===== src/rtl/gpr_context_sequencer_if.sv =====
// Memory-side bus of the GPR context sequencer: single-beat request/acknowledge
// channel that carries register stores on save and loads on restore.
// Signal suffixes are named from the sequencer's point of view.
interface gpr_context_sequencer_if #(
    parameter int SIZE_REG = 64
);
    logic                mem_req_out;
    logic                mem_we_out;
    logic [63:0]         mem_addr_out;
    logic [SIZE_REG-1:0] mem_wdata_out;
    logic                mem_ack_in;
    logic [SIZE_REG-1:0] mem_rdata_in;

    modport master (
        output mem_req_out,
        output mem_we_out,
        output mem_addr_out,
        output mem_wdata_out,
        input  mem_ack_in,
        input  mem_rdata_in
    );

    modport slave (
        input  mem_req_out,
        input  mem_we_out,
        input  mem_addr_out,
        input  mem_wdata_out,
        output mem_ack_in,
        output mem_rdata_in
    );
endinterface


===== src/rtl/gpr_context_sequencer.sv =====
// GPR context sequencer: walks x1..x(NUM_REG-1) and copies them into a memory
// frame on interrupt entry (save) or back into the register file on return
// (restore). Frame slot for register idx lives at base + 8*(idx-1).
// Optional build macro CONTEXT_SKIP_SP_EN: when defined, x2 (stack pointer) is
// skipped on both paths while its frame slot stays reserved.
module gpr_context_sequencer #(
    parameter int NUM_REG  = 32,
    parameter int SIZE_REG = 64
) (
    input  logic                     clk_in,
    input  logic                     rst_in,
    input  logic                     save_req_in,
    input  logic                     restore_req_in,
    input  logic [63:0]              base_addr_in,
    output logic                     busy_out,
    output logic                     stall_signal_out,
    output logic                     done_out,
    output logic [4:0]               gpr_rs_out,
    input  logic [SIZE_REG-1:0]      gpr_rdata_in,
    output logic [4:0]               gpr_rd_out,
    output logic [SIZE_REG-1:0]      gpr_wr_data_out,
    output logic                     gpr_wr_en_out,
    gpr_context_sequencer_if.master  mem_bus
);

    typedef enum logic [2:0] {
        IDLE,
        SAVE_RD,
        SAVE_LATCH,
        SAVE_MEM,
        RESTORE_MEM,
        RESTORE_WR,
        DONE
    } state_t;

    localparam logic [4:0] FIRST_IDX = 5'd1;
    localparam logic [4:0] LAST_IDX  = 5'(NUM_REG - 1);

    state_t              state_q,    state_d;
    logic [4:0]          idx_q,      idx_d;
    logic [63:0]         base_q,     base_d;
    logic [SIZE_REG-1:0] data_q,     data_d;
    logic                mem_req_q,  mem_req_d;
    logic                mem_we_q,   mem_we_d;
    logic [63:0]         mem_addr_q, mem_addr_d;

    // Index of the register that follows idx in the transfer order.
    function automatic logic [4:0] next_idx(input logic [4:0] idx);
`ifdef CONTEXT_SKIP_SP_EN
        next_idx = (idx == 5'd1) ? 5'd3 : idx + 5'd1;
`else
        next_idx = idx + 5'd1;
`endif
    endfunction

    // Frame slot address for a register; wraps modulo 2^64.
    function automatic logic [63:0] slot_addr(input logic [63:0] base, input logic [4:0] idx);
        logic [4:0] slot;
        slot      = idx - 5'd1;
        slot_addr = base + {56'd0, slot, 3'b000};
    endfunction

    // Next-state logic: sequencing plus the registered memory-bus and data values.
    always_comb begin
        state_d    = state_q;
        idx_d      = idx_q;
        base_d     = base_q;
        data_d     = data_q;
        mem_req_d  = mem_req_q;
        mem_we_d   = mem_we_q;
        mem_addr_d = mem_addr_q;
        case (state_q)
            IDLE: begin
                if (save_req_in) begin
                    state_d = SAVE_RD;
                    idx_d   = FIRST_IDX;
                    base_d  = base_addr_in;
                end else if (restore_req_in) begin
                    state_d    = RESTORE_MEM;
                    idx_d      = FIRST_IDX;
                    base_d     = base_addr_in;
                    mem_req_d  = 1'b1;
                    mem_we_d   = 1'b0;
                    mem_addr_d = slot_addr(base_addr_in, FIRST_IDX);
                end
            end
            SAVE_RD: begin
                state_d = SAVE_LATCH;
            end
            SAVE_LATCH: begin
                data_d     = gpr_rdata_in;
                mem_req_d  = 1'b1;
                mem_we_d   = 1'b1;
                mem_addr_d = slot_addr(base_q, idx_q);
                state_d    = SAVE_MEM;
            end
            SAVE_MEM: begin
                if (mem_bus.mem_ack_in) begin
                    mem_req_d = 1'b0;
                    mem_we_d  = 1'b0;
                    if (idx_q == LAST_IDX) begin
                        state_d = DONE;
                    end else begin
                        idx_d   = next_idx(idx_q);
                        state_d = SAVE_RD;
                    end
                end
            end
            RESTORE_MEM: begin
                if (mem_bus.mem_ack_in) begin
                    data_d    = mem_bus.mem_rdata_in;
                    mem_req_d = 1'b0;
                    state_d   = RESTORE_WR;
                end
            end
            RESTORE_WR: begin
                if (idx_q == LAST_IDX) begin
                    state_d = DONE;
                end else begin
                    idx_d      = next_idx(idx_q);
                    mem_req_d  = 1'b1;
                    mem_we_d   = 1'b0;
                    mem_addr_d = slot_addr(base_q, next_idx(idx_q));
                    state_d    = RESTORE_MEM;
                end
            end
            DONE: begin
                idx_d   = FIRST_IDX;
                state_d = IDLE;
            end
            default: begin
                state_d = IDLE;
            end
        endcase
    end

    // State and datapath registers with synchronous reset.
    always_ff @(posedge clk_in) begin
        if (rst_in) begin
            state_q    <= IDLE;
            idx_q      <= FIRST_IDX;
            base_q     <= '0;
            data_q     <= '0;
            mem_req_q  <= 1'b0;
            mem_we_q   <= 1'b0;
            mem_addr_q <= '0;
        end else begin
            state_q    <= state_d;
            idx_q      <= idx_d;
            base_q     <= base_d;
            data_q     <= data_d;
            mem_req_q  <= mem_req_d;
            mem_we_q   <= mem_we_d;
            mem_addr_q <= mem_addr_d;
        end
    end

    // Status and register-file ports decoded from the current state.
    assign busy_out         = (state_q != IDLE);
    assign stall_signal_out = busy_out;
    assign done_out         = (state_q == DONE);
    assign gpr_rs_out       = (state_q == SAVE_RD || state_q == SAVE_LATCH) ? idx_q : 5'd0;
    assign gpr_wr_en_out    = (state_q == RESTORE_WR);
    assign gpr_rd_out       = gpr_wr_en_out ? idx_q : 5'd0;
    assign gpr_wr_data_out  = gpr_wr_en_out ? data_q : '0;

    // Memory bus driven straight from registers so it stays stable while waiting.
    assign mem_bus.mem_req_out   = mem_req_q;
    assign mem_bus.mem_we_out    = mem_we_q;
    assign mem_bus.mem_addr_out  = mem_addr_q;
    assign mem_bus.mem_wdata_out = data_q;

endmodule


===== src/flat_wrapper.sv =====
// flat-port wrapper written by rule: the top's interface ports become plain ports
module gpr_context_sequencer_flat 
#(
    parameter int NUM_REG  = 32,
    parameter int SIZE_REG = 64
)
  (clk_in, rst_in, save_req_in, restore_req_in, base_addr_in, busy_out, stall_signal_out, done_out, gpr_rs_out, gpr_rdata_in, gpr_rd_out, gpr_wr_data_out, gpr_wr_en_out, mem_bus_mem_req_out, mem_bus_mem_we_out, mem_bus_mem_addr_out, mem_bus_mem_wdata_out, mem_bus_mem_ack_in, mem_bus_mem_rdata_in);
  gpr_context_sequencer_if #(.SIZE_REG(SIZE_REG)) mem_bus_i ();
  input  logic clk_in;
  input  logic rst_in;
  input  logic save_req_in;
  input  logic restore_req_in;
  input  logic [63:0] base_addr_in;
  output logic busy_out;
  output logic stall_signal_out;
  output logic done_out;
  output logic [4:0] gpr_rs_out;
  input  logic [SIZE_REG-1:0] gpr_rdata_in;
  output logic [4:0] gpr_rd_out;
  output logic [SIZE_REG-1:0] gpr_wr_data_out;
  output logic gpr_wr_en_out;
  output wire logic [$bits(mem_bus_i.mem_req_out)-1:0] mem_bus_mem_req_out;
  output wire logic [$bits(mem_bus_i.mem_we_out)-1:0] mem_bus_mem_we_out;
  output wire logic [$bits(mem_bus_i.mem_addr_out)-1:0] mem_bus_mem_addr_out;
  output wire logic [$bits(mem_bus_i.mem_wdata_out)-1:0] mem_bus_mem_wdata_out;
  input wire logic [$bits(mem_bus_i.mem_ack_in)-1:0] mem_bus_mem_ack_in;
  input wire logic [$bits(mem_bus_i.mem_rdata_in)-1:0] mem_bus_mem_rdata_in;
  assign mem_bus_mem_req_out = mem_bus_i.mem_req_out;
  assign mem_bus_mem_we_out = mem_bus_i.mem_we_out;
  assign mem_bus_mem_addr_out = mem_bus_i.mem_addr_out;
  assign mem_bus_mem_wdata_out = mem_bus_i.mem_wdata_out;
  assign mem_bus_i.mem_ack_in = mem_bus_mem_ack_in;
  assign mem_bus_i.mem_rdata_in = mem_bus_mem_rdata_in;
  gpr_context_sequencer #(.NUM_REG(NUM_REG), .SIZE_REG(SIZE_REG)) u_core (.clk_in(clk_in), .rst_in(rst_in), .save_req_in(save_req_in), .restore_req_in(restore_req_in), .base_addr_in(base_addr_in), .busy_out(busy_out), .stall_signal_out(stall_signal_out), .done_out(done_out), .gpr_rs_out(gpr_rs_out), .gpr_rdata_in(gpr_rdata_in), .gpr_rd_out(gpr_rd_out), .gpr_wr_data_out(gpr_wr_data_out), .gpr_wr_en_out(gpr_wr_en_out), .mem_bus(mem_bus_i));
endmodule

===== config.mk =====
export PLATFORM = sky130hd
export DESIGN_NAME = gpr_context_sequencer_flat
export DESIGN_NICKNAME = d
export VERILOG_FILES = /design/src/rtl/gpr_context_sequencer_if.sv /design/src/rtl/gpr_context_sequencer.sv /design/src/flat_wrapper.sv
export SDC_FILE = /design/constraint.sdc
export NUM_CORES = 1
export LEC_CHECK = 0
export ABC_AREA = 0
export CORE_AREA = 2 2 157 159
export DETAILED_ROUTE_END_ITERATION = 12
export DIE_AREA = 0 0 159 161
export PLACE_DENSITY = 0.86
export SYNTH_ARGS = -nofsm -noshare
export SYNTH_HDL_FRONTEND = slang
export SYNTH_SLANG_ARGS = --single-unit

===== constraint.sdc =====
create_clock -name clk_in -period 5.1 [get_ports clk_in]
set_input_delay 0.51 -clock clk_in [delete_from_list [all_inputs] [get_ports clk_in]]
set_output_delay 0.51 -clock clk_in [all_outputs]
set_load 0.02 [all_outputs]

# == Word level (Yosys, flattened, before mapping) ==
# Cells that the tools add are included.
# word_totals
output_inout_bits,208
elab_cells,74
register_bits,202
# op_classes
reduce_logical,17
add_sub_neg,5
eq_ne,14
mux,31
# op_table
operator,count
$mux 64,6
$pmux 64 s3,1
$add 64x8->64,2
$pmux 64 s2,1
$mux 5,6
$pmux 5 s4,1
$pmux 3 s6,1
$mux 3,5
$reduce_bool 4->1,3
$ne 2x2->1 const B,5
$reduce_and 5->1,2
$sub 5x1->5 const B,2
$eq 3x3->1 const B,3
$pmux 1 s4,2
$mux 1,7
$eq 3x2->1 const B,2
$reduce_and 3->1,2
$reduce_bool 3->1,2
$add 5x1->5 const B,1
$eq 5x5->1 const B,1
$reduce_and 2->1,2
$reduce_and 4->1,1
$reduce_bool 2->1,2
$eq 3x1->1 const B,1
other kinds (6),6

# == Longest topological paths before layout ==
# depth
ltp_word,5
ltp_mapped,20
depth_no_buf,15

# == Worst setup path before layout ==
# OpenSTA, ideal clock, no wires.
# synth_timing
kind,reg-to-reg
start,register u_core.state_q[1]
end,register u_core.mem_addr_q[42] (netlist: u_core.mem_bus.mem_addr_out[42])
t_arrival_ns,4.163
slack_ns,0.806
required_time_ns,4.970
n_path_buf,6
path_stages_with_launch,21
cell_sequence,dfxtp_1 clkbuf_1 nand3b_2 inv_2 clkbuf_1 clkbuf_1 ha_1 a2111oi_0 nor2_1 nor2b_1 xnor2_1 mux2i_1 ha_1 buf_2 or2_1 buf_1 nand4_2 buf_2 nor4_1 xnor2_1 o22ai_1
# synth_via
elab_chain_len,3
# synth_rtl
element,line_no,rtl
start: declaration,gpr_context_sequencer.sv:39,"state_t state_q, state_d;"
start signal: assignment,gpr_context_sequencer.sv:148,state_q <= state_d;
$eq 3x3->1 *,n/a,
named net gpr_wr_en_out,flat_wrapper.sv:21,output logic gpr_wr_en_out;
$ne 2x2->1 (no line) or $reduce_bool 3->1 (tied branches),n/a,
$reduce_and 4->1 (no line),n/a,
end signal: assignment,gpr_context_sequencer.sv:154,mem_addr_q <= mem_addr_d;
end: declaration,gpr_context_sequencer.sv:45,"logic [63:0] mem_addr_q, mem_addr_d;"
# The timed path passes the listed nets; every way through them passes the cells marked *.
# A chain may end at the register's enable or synchronous reset.

# == Worst setup path in the final report ==
# layout_timing
start,register u_core.state_q[1]
end,register u_core.mem_addr_q[43] (netlist: u_core.mem_bus.mem_addr_out[43])
# layout_via
elab_chain_len,3
# layout_rtl
element,line_no,rtl
$eq 3x3->1 (tied with other cells),gpr_context_sequencer.sv:72,case (state_q)
$ne 2x2->1 (no line) or $reduce_bool 3->1 (tied branches),n/a,
$reduce_and 4->1 (no line),n/a,
# Parallel ways exist; a longest one is shown, timed or not.

==> results.toml <==
[drt]
drt-met1-wl_microns = 16580
detailed_route_via_count = 11060
detailroute.wirelength.met2_microns = 18470
topmost_layer_with_routed_signal_wires = "met5"
drt_iter0_drc = 1349
met3RoutedLength_microns = 3174
via_per_inst = 5.575
postRouteWirelength_microns = 39380
route.detailed.drc = 0
drt-pass1-iter-count = 6
drt-wirelength-per-cell_microns = 19.85
detail-route-antenna-nets = 0

[finish]
layout-area-overhead-vs-synth_pct = 48.71
final_cell_mix = "clkdlybuf4s50_1 (403), dfxtp_1 (200), nand2_1 (194)"
fin_nets = 1847
fin_util_pct = 64.35
most_common_cell_after_layout_fill_and_taps_aside = "clkdlybuf4s50_1"
filler_cell_count = 2006
layout_cells_sized_above_1_pct = 4.828
stdcell_count = 1984

[logic_synthesis]
post_synth_xor_area_fraction_pct = 5.406
post_synthesis_sequential_area_ratio_pct = 39.00
synth_mux_area_share_pct = 6.275
dominant_combinational_cell_family_by_area_after_synthesis = "simple AND/OR/NAND/NOR gates"
synth_flop_cell = "dfxtp_1"
synth_compound_area_share_pct = 18.16
ys.warnings.count = 0
mappedNetlistNets = 1511
postSynth.asyncResetShare_pct = 0
synth_seq_cells = 202
synthDistinctLibCells = 59
synth-adder-area-share_pct = 1.158
yosys.area_share.simple_pct = 25.12
synth_enable_flop_cells = 0
postSynthAreaPerCell_sq_um = 7.945
post_synth_instance_area_sq_um = 10370
syn-instance-count = 1305

[floorplanning]
start_util_pct = 43.27
coreArea_sq_um = 23960
num_rows = 57
die_area_sq_um = 25600
top_level_ports = 405
fp.dieW_microns = 159
chipHeight_microns = 161

[setup_path]
delay_contributed_by_the_slowest_stage_of_the_critical_path_ns = 1.05
critical_path.max_fanout = 20
critPathBufInv = 2
crit_type = "reg -> reg"
slowest_stage_cell_crit_path = "o2111ai_1"
timing.critical_path.to_type = "flop"
worstPathCellList = "nand3b_2 > inv_2 > ha_1 > nor2_1 > xor2_1 > a21oi_1 > xnor2_1 > ha_1 > nor2b_1 > o31a_1 > buf_4 > o2111ai_1 > nor3_1 > xnor2_1 > o22ai_1"
cp_data_required_time_ns = 5.46
critical_path.startpoint_type = "flop"
timing.critical_path.arrival_ns = 5.13
critical-path-top-delay-family = "compound AO/OA/AOI/OAI gates"

[clock_tree]
cts_resized = 0
cts.path.max_buffers = 3
cts_hold_buffers = 0
cts_tree = "yes"
clk_latency_ns = 0.52
postCtsSetupBuffers = 0
cts_sinks = 202
clk_transition_reported_paths_ns = 0.06
tritoncts.num_buffers = 24
clock_tree_root_driver_cell = "clkbuf_16"
cts-htree-levels = 1

[place]
routabilityCongestion = 0.8784
pre_cts_ws_ns = 0.1921
dp.final_hpwl_microns = 27860
numPlacedInstances = 1939
port_buffer_count = 404

[timing]
max_slew_margin_vs_limit_pct = 10.68
clock-skew-final_ns = 0.01781
pins_over_slew_limit = 0
finalSetupViolCount = 0
hold_violations = 0
rsz0062_at_grt = "false"
max_freq_ghz = 0.2099
setup_slack_ns = 0.3365
post-route-period-util_pct = 93.40
tightest_slew_ns = 1.338
final_layout_setup_total_negative_slack_ns = 0
fin_crit_ns = 4.764

[job]
max-cap-violations = 0

[outcome]
status = "completed"

[power_and_ir_drop]
pleak_nw = 5.391
swShare_pct = 38.13
clkPwrFrac_pct = 26.3
cellPowerDensity_nw_per_um2 = 438.3
vdd_ir_drop_max_uv = 271.2
total_power_mw = 6.759
total_switching_power_mw = 2.577
internal_power_mw = 4.182
pwr-share-comb_pct = 39.6
power.sequential.fraction_pct = 34.1

[min_path]
hold_class = "reg -> reg"

[grt]
grt_first_pass_wirelength_microns = 59840
antenna_violations_before_repair = 5
first_global_vias = 10450
maximum_number_of_pins_on_one_net_before_global_route_repair = 135
gr-total-overflow = 0
globalRouteTotalUtil_pct = 29.01
## area by class of cell
class / count / area [sq um] / share of cell area (%)
inverter: 21 / 78.83 / 0.5112
multi-input combinational: 975 / 5884 / 38.16
antenna: 3 / 7.507 / 0.04869
tap: 324 / 405.4 / 2.629
clock inverter: 9 / 115.1 / 0.7465
clock buffer: 33 / 714.4 / 4.633
timing repair buffer: 417 / 4168 / 27.03
sequential: 202 / 4046 / 26.24
## synth_stat cells (3+ instances only)
cell type	number	area, sq um
nand4_1	8	50.05
o211ai_1	3	22.52
and4_1	5	43.79
a211o_1	4	35.03
nor4_2	3	37.54
a211oi_1	67	503.0
dfxtp_1	202	4044
or2_1	3	18.77
o21ai_0	9	45.04
nand2_1	194	728.2
o22ai_2	3	37.54
o22ai_1	31	193.9
buf_2	17	85.08
or3_1	8	50.05
nand3_1	34	170.2
nand2b_1	5	31.28
a311oi_1	6	52.55
nor4_1	13	81.33
inv_1	19	71.32
and3_1	40	250.2
nor2_1	117	439.2
a221oi_1	4	35.03
ha_1	8	100.1
xor2_1	12	105.1
mux2i_1	65	650.6
a21o_1	12	90.09
buf_1	6	22.52
and2_1	74	462.9
o21ai_1	20	100.1
a31oi_1	4	25.02
nor2b_1	4	25.02
xnor2_1	52	455.4
nor3_1	21	105.1
clkbuf_1	83	311.6
a21oi_1	113	565.5
o2111ai_1	5	43.79
## per-stage QoR
stage                     instance area, sq um  hold slack (ns)
after CTS                                15400           0.4509
after floorplan                          10370           0.4366
after detailed placement                 14570           0.4440
after global routing                     15420           0.4801
after global placement                   14570           0.4401
final                                    15420           0.4530
## metal layers
layer,vias up,GRT usage [%]
li1,5231,-
met1,5248,38.80
met2,505,47.17
met3,72,5.932
met4,4,9.339
met5,-,0
## sequential cells by signal, indices dropped and copies added (netlist names)
| register | cells |
|---|---|
| u_core.state_q | 3 |
| u_core.idx_q | 5 |
| u_core.base_q | 64 |
| u_core.mem_bus.mem_addr_out | 64 |
| u_core.mem_bus.mem_we_out | 1 |
| u_core.mem_bus.mem_wdata_out | 64 |
| u_core.mem_bus.mem_req_out | 1 |
## worst register-to-register path, cell delays in order (launching register included)
cell and delay, ns:
dfxtp_1 0.73, nand3b_2 0.39, inv_2 0.07, ha_1 0.33, nor2_1 0.16, xor2_1 0.18, a21oi_1 0.10, xnor2_1 0.18
ha_1 0.34, nor2b_1 0.18, o31a_1 0.25, buf_4 0.17, o2111ai_1 1.05, nor3_1 0.16, xnor2_1 0.24, o22ai_1 0.11
## cells by family after synthesis
logic type / Yosys count
simple gates: 540
compound gates: 297
flops: 202
buf+inv: 128
mux: 65
xor+xnor: 64
fa+ha+maj: 9
## power by group through the flow
stage	logic (mW)	registers [mW]	clock network (mW)
floorplan	1.32	2.49	0
global placement	2.60	2.29	0
detailed placement	2.65	2.31	0
CTS	2.67	2.29	1.80
global route	2.89	2.34	1.86
finish	2.68	2.30	1.78
## worst paths after layout
check        depth (start not counted)                                      endpoint                                        start  slack (ns)
min                                  2   u_core.mem_bus.mem_addr_out[9]$_SDFFE_PP0P_  u_core.mem_bus.mem_addr_out[9]$_SDFFE_PP0P_        0.45
max                                 15  u_core.mem_bus.mem_addr_out[43]$_SDFFE_PP0P_               u_core.state_q[1]$_SDFFE_PP0P_        0.34
min reg2reg                          2   u_core.mem_bus.mem_addr_out[9]$_SDFFE_PP0P_  u_core.mem_bus.mem_addr_out[9]$_SDFFE_PP0P_        0.45
max reg2reg                         15  u_core.mem_bus.mem_addr_out[43]$_SDFFE_PP0P_               u_core.state_q[1]$_SDFFE_PP0P_        0.34
No activity file was read; power rests on OpenSTA's default activity.
